File: src/rtl/fetch_unit.sv
// LEGv8 program-counter / instruction-fetch stage in front of a 1-cycle synchronous imem.
// Realigns the registered memory output with its address and handles stall, redirect and halt.
module fetch_unit #(
  parameter logic [31:0] RESET_PC = 32'd0,
  parameter int          CNT_W    = 16
) (
  input  logic             clk,
  input  logic             rst_n,
  input  logic             stall,
  input  logic             redirect_valid,
  input  logic [31:0]      redirect_pc,
  input  logic             halt,
  output logic [31:0]      imem_addr,
  input  logic [31:0]      imem_data,
  output logic [31:0]      if_instr,
  output logic [31:0]      if_pc,
  output logic             if_valid,
  output logic [CNT_W-1:0] fetch_count
);

  typedef enum logic {
    RUN    = 1'b0,
    HALTED = 1'b1
  } state_t;

  state_t      state;
  logic [31:0] pc;
  logic [31:0] pend_pc;
  logic        pend_v;
  logic        consume;

  assign if_instr = imem_data;
  assign if_pc    = pend_pc;
  assign if_valid = pend_v & (state == RUN) & ~redirect_valid;
  assign consume  = if_valid & ~stall;

  // Replaying pend_pc during a stall keeps the memory output frozen on the shown word.
  always_comb begin
    imem_addr = pc;
    if (redirect_valid)
      imem_addr = redirect_pc;
    else if ((state == RUN) && stall)
      imem_addr = pend_pc;
  end

  always_ff @(posedge clk or negedge rst_n) begin
    if (!rst_n) begin
      state       <= RUN;
      pc          <= RESET_PC;
      pend_pc     <= 32'd0;
      pend_v      <= 1'b0;
      fetch_count <= '0;
    end else begin
      if (redirect_valid) begin
        pend_pc <= redirect_pc;
        pend_v  <= 1'b1;
        pc      <= redirect_pc + 32'd1;
        state   <= RUN;
      end else if ((state == RUN) && halt) begin
        state  <= HALTED;
        pend_v <= 1'b0;
      end else if ((state == RUN) && !stall) begin
        pend_pc <= pc;
        pend_v  <= 1'b1;
        pc      <= pc + 32'd1;
      end

      if (consume && (fetch_count != {CNT_W{1'b1}}))
        fetch_count <= fetch_count + CNT_W'(1);
    end
  end

endmodule

File: config.mk
export PLATFORM = sky130hd
export DESIGN_NAME = fetch_unit
export DESIGN_NICKNAME = d
export VERILOG_FILES = /design/src/rtl/fetch_unit.sv
export SDC_FILE = /design/constraint.sdc
export NUM_CORES = 1
export LEC_CHECK = 0
export CAP_MARGIN = 30
export CORE_MARGIN = 2
export CORE_UTILIZATION = 30
export DETAILED_ROUTE_END_ITERATION = 16
export GPL_TIMING_DRIVEN = 0
export PLACE_DENSITY = 0.62
export SLEW_MARGIN = 20
export SYNTH_ARGS = -nofsm -noshare
export SYNTH_HDL_FRONTEND = slang
export SYNTH_SLANG_ARGS = --single-unit
File: constraint.sdc
create_clock -name clk -period 3.1 [get_ports clk]
set_input_delay 0.93 -clock clk [delete_from_list [all_inputs] [get_ports clk]]
set_output_delay 0.93 -clock clk [all_outputs]
set_load 0.02 [all_outputs]
# Yosys cells after proc, flatten, opt, wreduce, memory -nomap -nowiden

Index checks and enable logic that the tools add are counted.

Register bits: 82
Input port bits: 69
Word-level logic and storage cells: 38

Reduce and logical (&&, ||, !) cells: 9
Multiplexer cells: 13
Equal/unequal tests: 2
Bitwise operators: 6
Add/sub/neg operators: 3

Operators with widths:

| cell                    | count |
|---|---|
| $mux W32                | 8 |
| $add A32 B1 Y32 const B | 2 |
| $add A16 B1 Y16 const B | 1 |
| $ne A16 B16 Y1 const B  | 1 |
| $mux W1                 | 5 |
| $logic_and A1 B1 Y1     | 4 |
| $reduce_bool A2 Y1      | 2 |
| $and A1 B1 Y1           | 3 |
| $not A1 Y1              | 3 |
| $reduce_bool A3 Y1      | 1 |
| $ne A2 B2 Y1 const B    | 1 |
| $reduce_and A2 Y1       | 1 |
| $logic_not A1 Y1        | 1 |

# Longest topological paths before layout

Depth in word-level cells: 5
Mapped depth: 15
Depth with buffers taken out: 9

# Worst setup path after synthesis

No wires, ideal clock.

Path type: input port to output port
Start: input port redirect_valid
End: output port imem_addr[10]
Setup slack: -0.254 ns
Stages: 8
Arrival: 2.424 ns
Cell sequence: buf_6 buf_6 buf_4 inv_1 clkbuf_1 clkbuf_1 nor2_1 a21oi_1

Longest elaborated chain between the ends: 1

RTL lines:

| item        | RTL line | source |
|---|---|---|
| from (decl) | 10       | `input logic redirect_valid,` |
| $mux W32    | 40       | `if (redirect_valid)` |
| to (decl)   | 13       | `output logic [31:0] imem_addr,` |

No other way between the ends.

# Worst setup path after layout

Start: input port redirect_valid
End: output port if_valid

Longest elaborated chain between the ends: 2

RTL lines:

| item          | RTL line | source |
|---|---|---|
| $not A1 Y1    | 34       | `assign if_valid = pend_v & (state == RUN) & ~redirect_valid;` |
| $and A1 B1 Y1 | 34       |  |
| to (decl)     | 17       | `output logic if_valid,` |

No other way between the ends.

==> impl_metrics.env <==
export IMPL_path_clk_slew_ns=0.07
export IMPL_leakage_nw=3.18
export IMPL_routed_wl_um=18800
export IMPL_final_cells=1065
export IMPL_syn_area_um2=5720
export IMPL_relSlewSlack_pct=47.5
export IMPL_clock_path_buffers=2
export IMPL_grt_max_degree=53
export IMPL_synth_ff_type="dfrtp_1"
export IMPL_place_inst=1048
export IMPL_cts_sinks=82
export IMPL_synthesis_nets=736
export IMPL_vias=5533
export IMPL_n_antenna_cell=0
export IMPL_dp_hpwl_um=14000
export IMPL_first_pass_iters=8
export IMPL_floorplan_initialDensity_pct=30.6
export IMPL_fin_nets=897
export IMPL_rr_worst_depth=7
export IMPL_drc_errors=0
export IMPL_clk_latency_ns=0.35
export IMPL_reg2reg_slack_ns=0.58
export IMPL_start_kind="input port"
export IMPL_r2r_end="if_pc[15]"
export IMPL_std_cell_rows=50
export IMPL_crit_required_ns=2.17
export IMPL_stdcell_area_um2=7990
export IMPL_htree_levels=3
export IMPL_seqCellArea_um2=2050
export IMPL_top_level_ports=182
export IMPL_syn_area_per_cell_um2=8.60
export IMPL_fp_dieH_um=142
export IMPL_synthToLayoutAreaGrowth_pct=39.6
export IMPL_synth_edf_count=0
export IMPL_setup_tns_final_ns=0
export IMPL_multi_input_area_um2=3360
export IMPL_track_usage_pct=18.7
export IMPL_r2r_start="state"
export IMPL_routed_top_layer="met4"
export IMPL_irDropWorstVdd_v=0.000250
export IMPL_grt_first_pass_wirelength_um=29600
export IMPL_fillers=1864
export IMPL_core_um2=18700
export IMPL_yosys_warnings=0
export IMPL_status="finished, final reports clean"
export IMPL_place_area_um2=7670
export IMPL_io_buffers=148
export IMPL_fin_util_pct=42.7
export IMPL_die_x_um=142
export IMPL_drive_gt1_share_pct=19.1
export IMPL_powerDensity_nw_per_um2=450
export IMPL_antenna_found_initial=0
export IMPL_synth_cell_types=45
export IMPL_numCtsBuffers=9
export IMPL_met3_length_um=1260
export IMPL_slew_viol_final=0
export IMPL_final_antenna_net_count=0
export IMPL_wl_per_cell_um=17.6
export IMPL_ys_ff_latch=82
export IMPL_dieArea_um2=20200
export IMPL_p_total_mw=3.60
export IMPL_cts_tree="built"
export IMPL_period_minus_slack_ns=3.06
export IMPL_critical_path_max_fanout=26
export IMPL_cp_arrival_ns=2.13
export IMPL_overflow=0
export IMPL_via_per_inst=5.20
export IMPL_root_buffer="clkbuf_16"
export IMPL_grt_pass1_vias=5397
export IMPL_grt_setup_unrepaired="no"
export IMPL_worstMarginPinSlew_ns=0.780
export IMPL_final_hold_viol_count=0
export IMPL_drt_met1_wl_um=8570
export IMPL_synth_seq_area_share_pct=35.9
export IMPL_async_flop_share_pct=100
export IMPL_drt_iter0_markers=388
export IMPL_fin_worst_skew_ns=0.00723
export IMPL_route_met2_wl_um=8680
export IMPL_crit_path_end_kind="output port"
export IMPL_setup_violations_final=0
export IMPL_hold_path_class="in2async"
export IMPL_finalCritPeriodShare_pct=98.8
export IMPL_globalplace_congestion=0.867
export IMPL_fmax_mhz=326
export IMPL_crit_type="in2out"
export IMPL_syn_inst=665
export IMPL_drv_cap=0
metrics by stage:
stage | hold slack, ns | setup slack, ns
final | 0.453 | 0.0362
after detailed placement | 0.483 | -1.41
after global placement | 0.483 | -2.27
after CTS | 0.466 | -0.0202
after global routing | 0.478 | 0.000836
after floorplan | 0.505 | -0.0471
synth_stat cells, types with 2 or more instances:
cell	number	share of area, %
nand2b_1	2	0.22
a31oi_1	31	3.4
a222oi_1	3	0.52
dfrtp_1	82	36
buf_4	34	4.5
nor2_1	61	4.0
nand2_1	99	6.5
nand3_1	28	2.4
xor2_1	29	4.4
xnor2_1	45	6.9
nor3_1	15	1.3
nand4_1	21	2.3
clkbuf_1	23	1.5
buf_1	3	0.20
mux2_2	2	0.39
o21a_1	2	0.26
a22oi_1	7	0.92
and3_1	2	0.22
mux2i_1	55	9.6
nor2b_1	4	0.44
nand3b_1	11	1.4
nor4_2	3	0.66
o21ai_0	13	1.1
inv_1	11	0.72
buf_6	2	0.39
and4_1	4	0.61
a21oi_1	41	3.6
buf_2	8	0.70
ha_1	2	0.44
nand4b_1	6	0.92
and2_1	2	0.22
final cells by class:
cell class                      instances  share of cell area, %
Buffer                                 68                   6.64
Inverter                               11                  0.564
Tap cell                              234                   3.67
Sequential cell                        82                   25.7
Multi-Input combinational cell        502                   42.1
Clock inverter                          7                  0.987
Clock buffer                            9                   2.82
Timing Repair Buffer                  152                   17.5
report_power, final:
| group | switching (mW) | internal (mW) | total [mW] |
|---|---|---|---|
| clock | 0.491 | 0.632 | 1.12 |
| combinational | 0.604 | 0.518 | 1.12 |
| sequential | 0.159 | 1.19 | 1.35 |
sequential cells by signal, summed over array words and instances (netlist names):
| register | cells |
|---|---|
| state | 1 |
| pc | 32 |
| pend_v | 1 |
| if_pc | 32 |
| fetch_count | 16 |
worst max-delay path, stage by stage:
cell and delay [ns]:
buf_12 0.14, buf_6 0.17, clkbuf_8 0.18, clkbuf_4 0.22
nor3b_4 0.18, clkdlybuf4s15_2 0.29
cell families (layout without fill, tap and decap cells):
kind of cell | Yosys count | count (layout) | synth area share (%)
AOI/OAI and AO/OA | 106 | 106 | 11.6
xor gates and xnor gates | 74 | 74 | 11.3
adders and majority gates | 2 | 2 | 0.437
buffers and inverters | 81 | 247 | 7.98
DFF | 82 | 82 | 35.9
muxes | 57 | 57 | 10.0
and+or+nand+nor | 263 | 263 | 22.7
cell usage in the layout (no fill, tap or decap), types with 3 or more instances in the layout:
master,n
nand4b_1,6
and4_1,4
xor2_1,29
a222oi_1,3
buf_2,33
a21oi_2,21
nor2_1,61
buf_6,3
mux2i_2,5
o21ai_1,3
dfrtp_1,82
clkbuf_4,4
nand4_1,21
buf_12,3
nor3_1,14
nor2b_1,3
xnor2_1,45
buf_4,41
a22oi_1,7
nor4_2,3
clkbuf_16,10
clkdlybuf4s50_1,113
mux2i_1,49
nand3b_1,11
o21ai_0,8
clkdlybuf4s15_2,5
nand3_1,28
clkbuf_1,12
a21oi_1,20
a31oi_1,31
inv_1,9
clkinv_4,4
nand2_1,99
routing by layer:
layer | up-vias | track usage [%]
li1 | 2639 | -
met1 | 2688 | 25.5
met2 | 187 | 29.8
met3 | 19 | 3.47
met4 | 0 | 6.05
met5 | - | 0
how the worst max path moves through the flow:
stage,slack (ns),to,startpoint,depth (start not counted)
final,0.04,if_valid,redirect_valid,6
after global routing,0.0008,if_valid,redirect_valid,6
after CTS,-0.02,imem_addr[21],redirect_valid,7
after detailed placement,-1.41,imem_addr[12],stall,7
after global placement,-2.27,if_pc[19],rst_n,1
after floorplan,-0.05,imem_addr[25],redirect_valid,7
timing repair:
action                     4_1_cts  5_1_grt
resized for setup              161       17
hold buffers                     0        0
setup buffers                    1        2
pin swaps                        1        1
setup endpoints to repair       41       32
(Power assumes the default switching activity.)
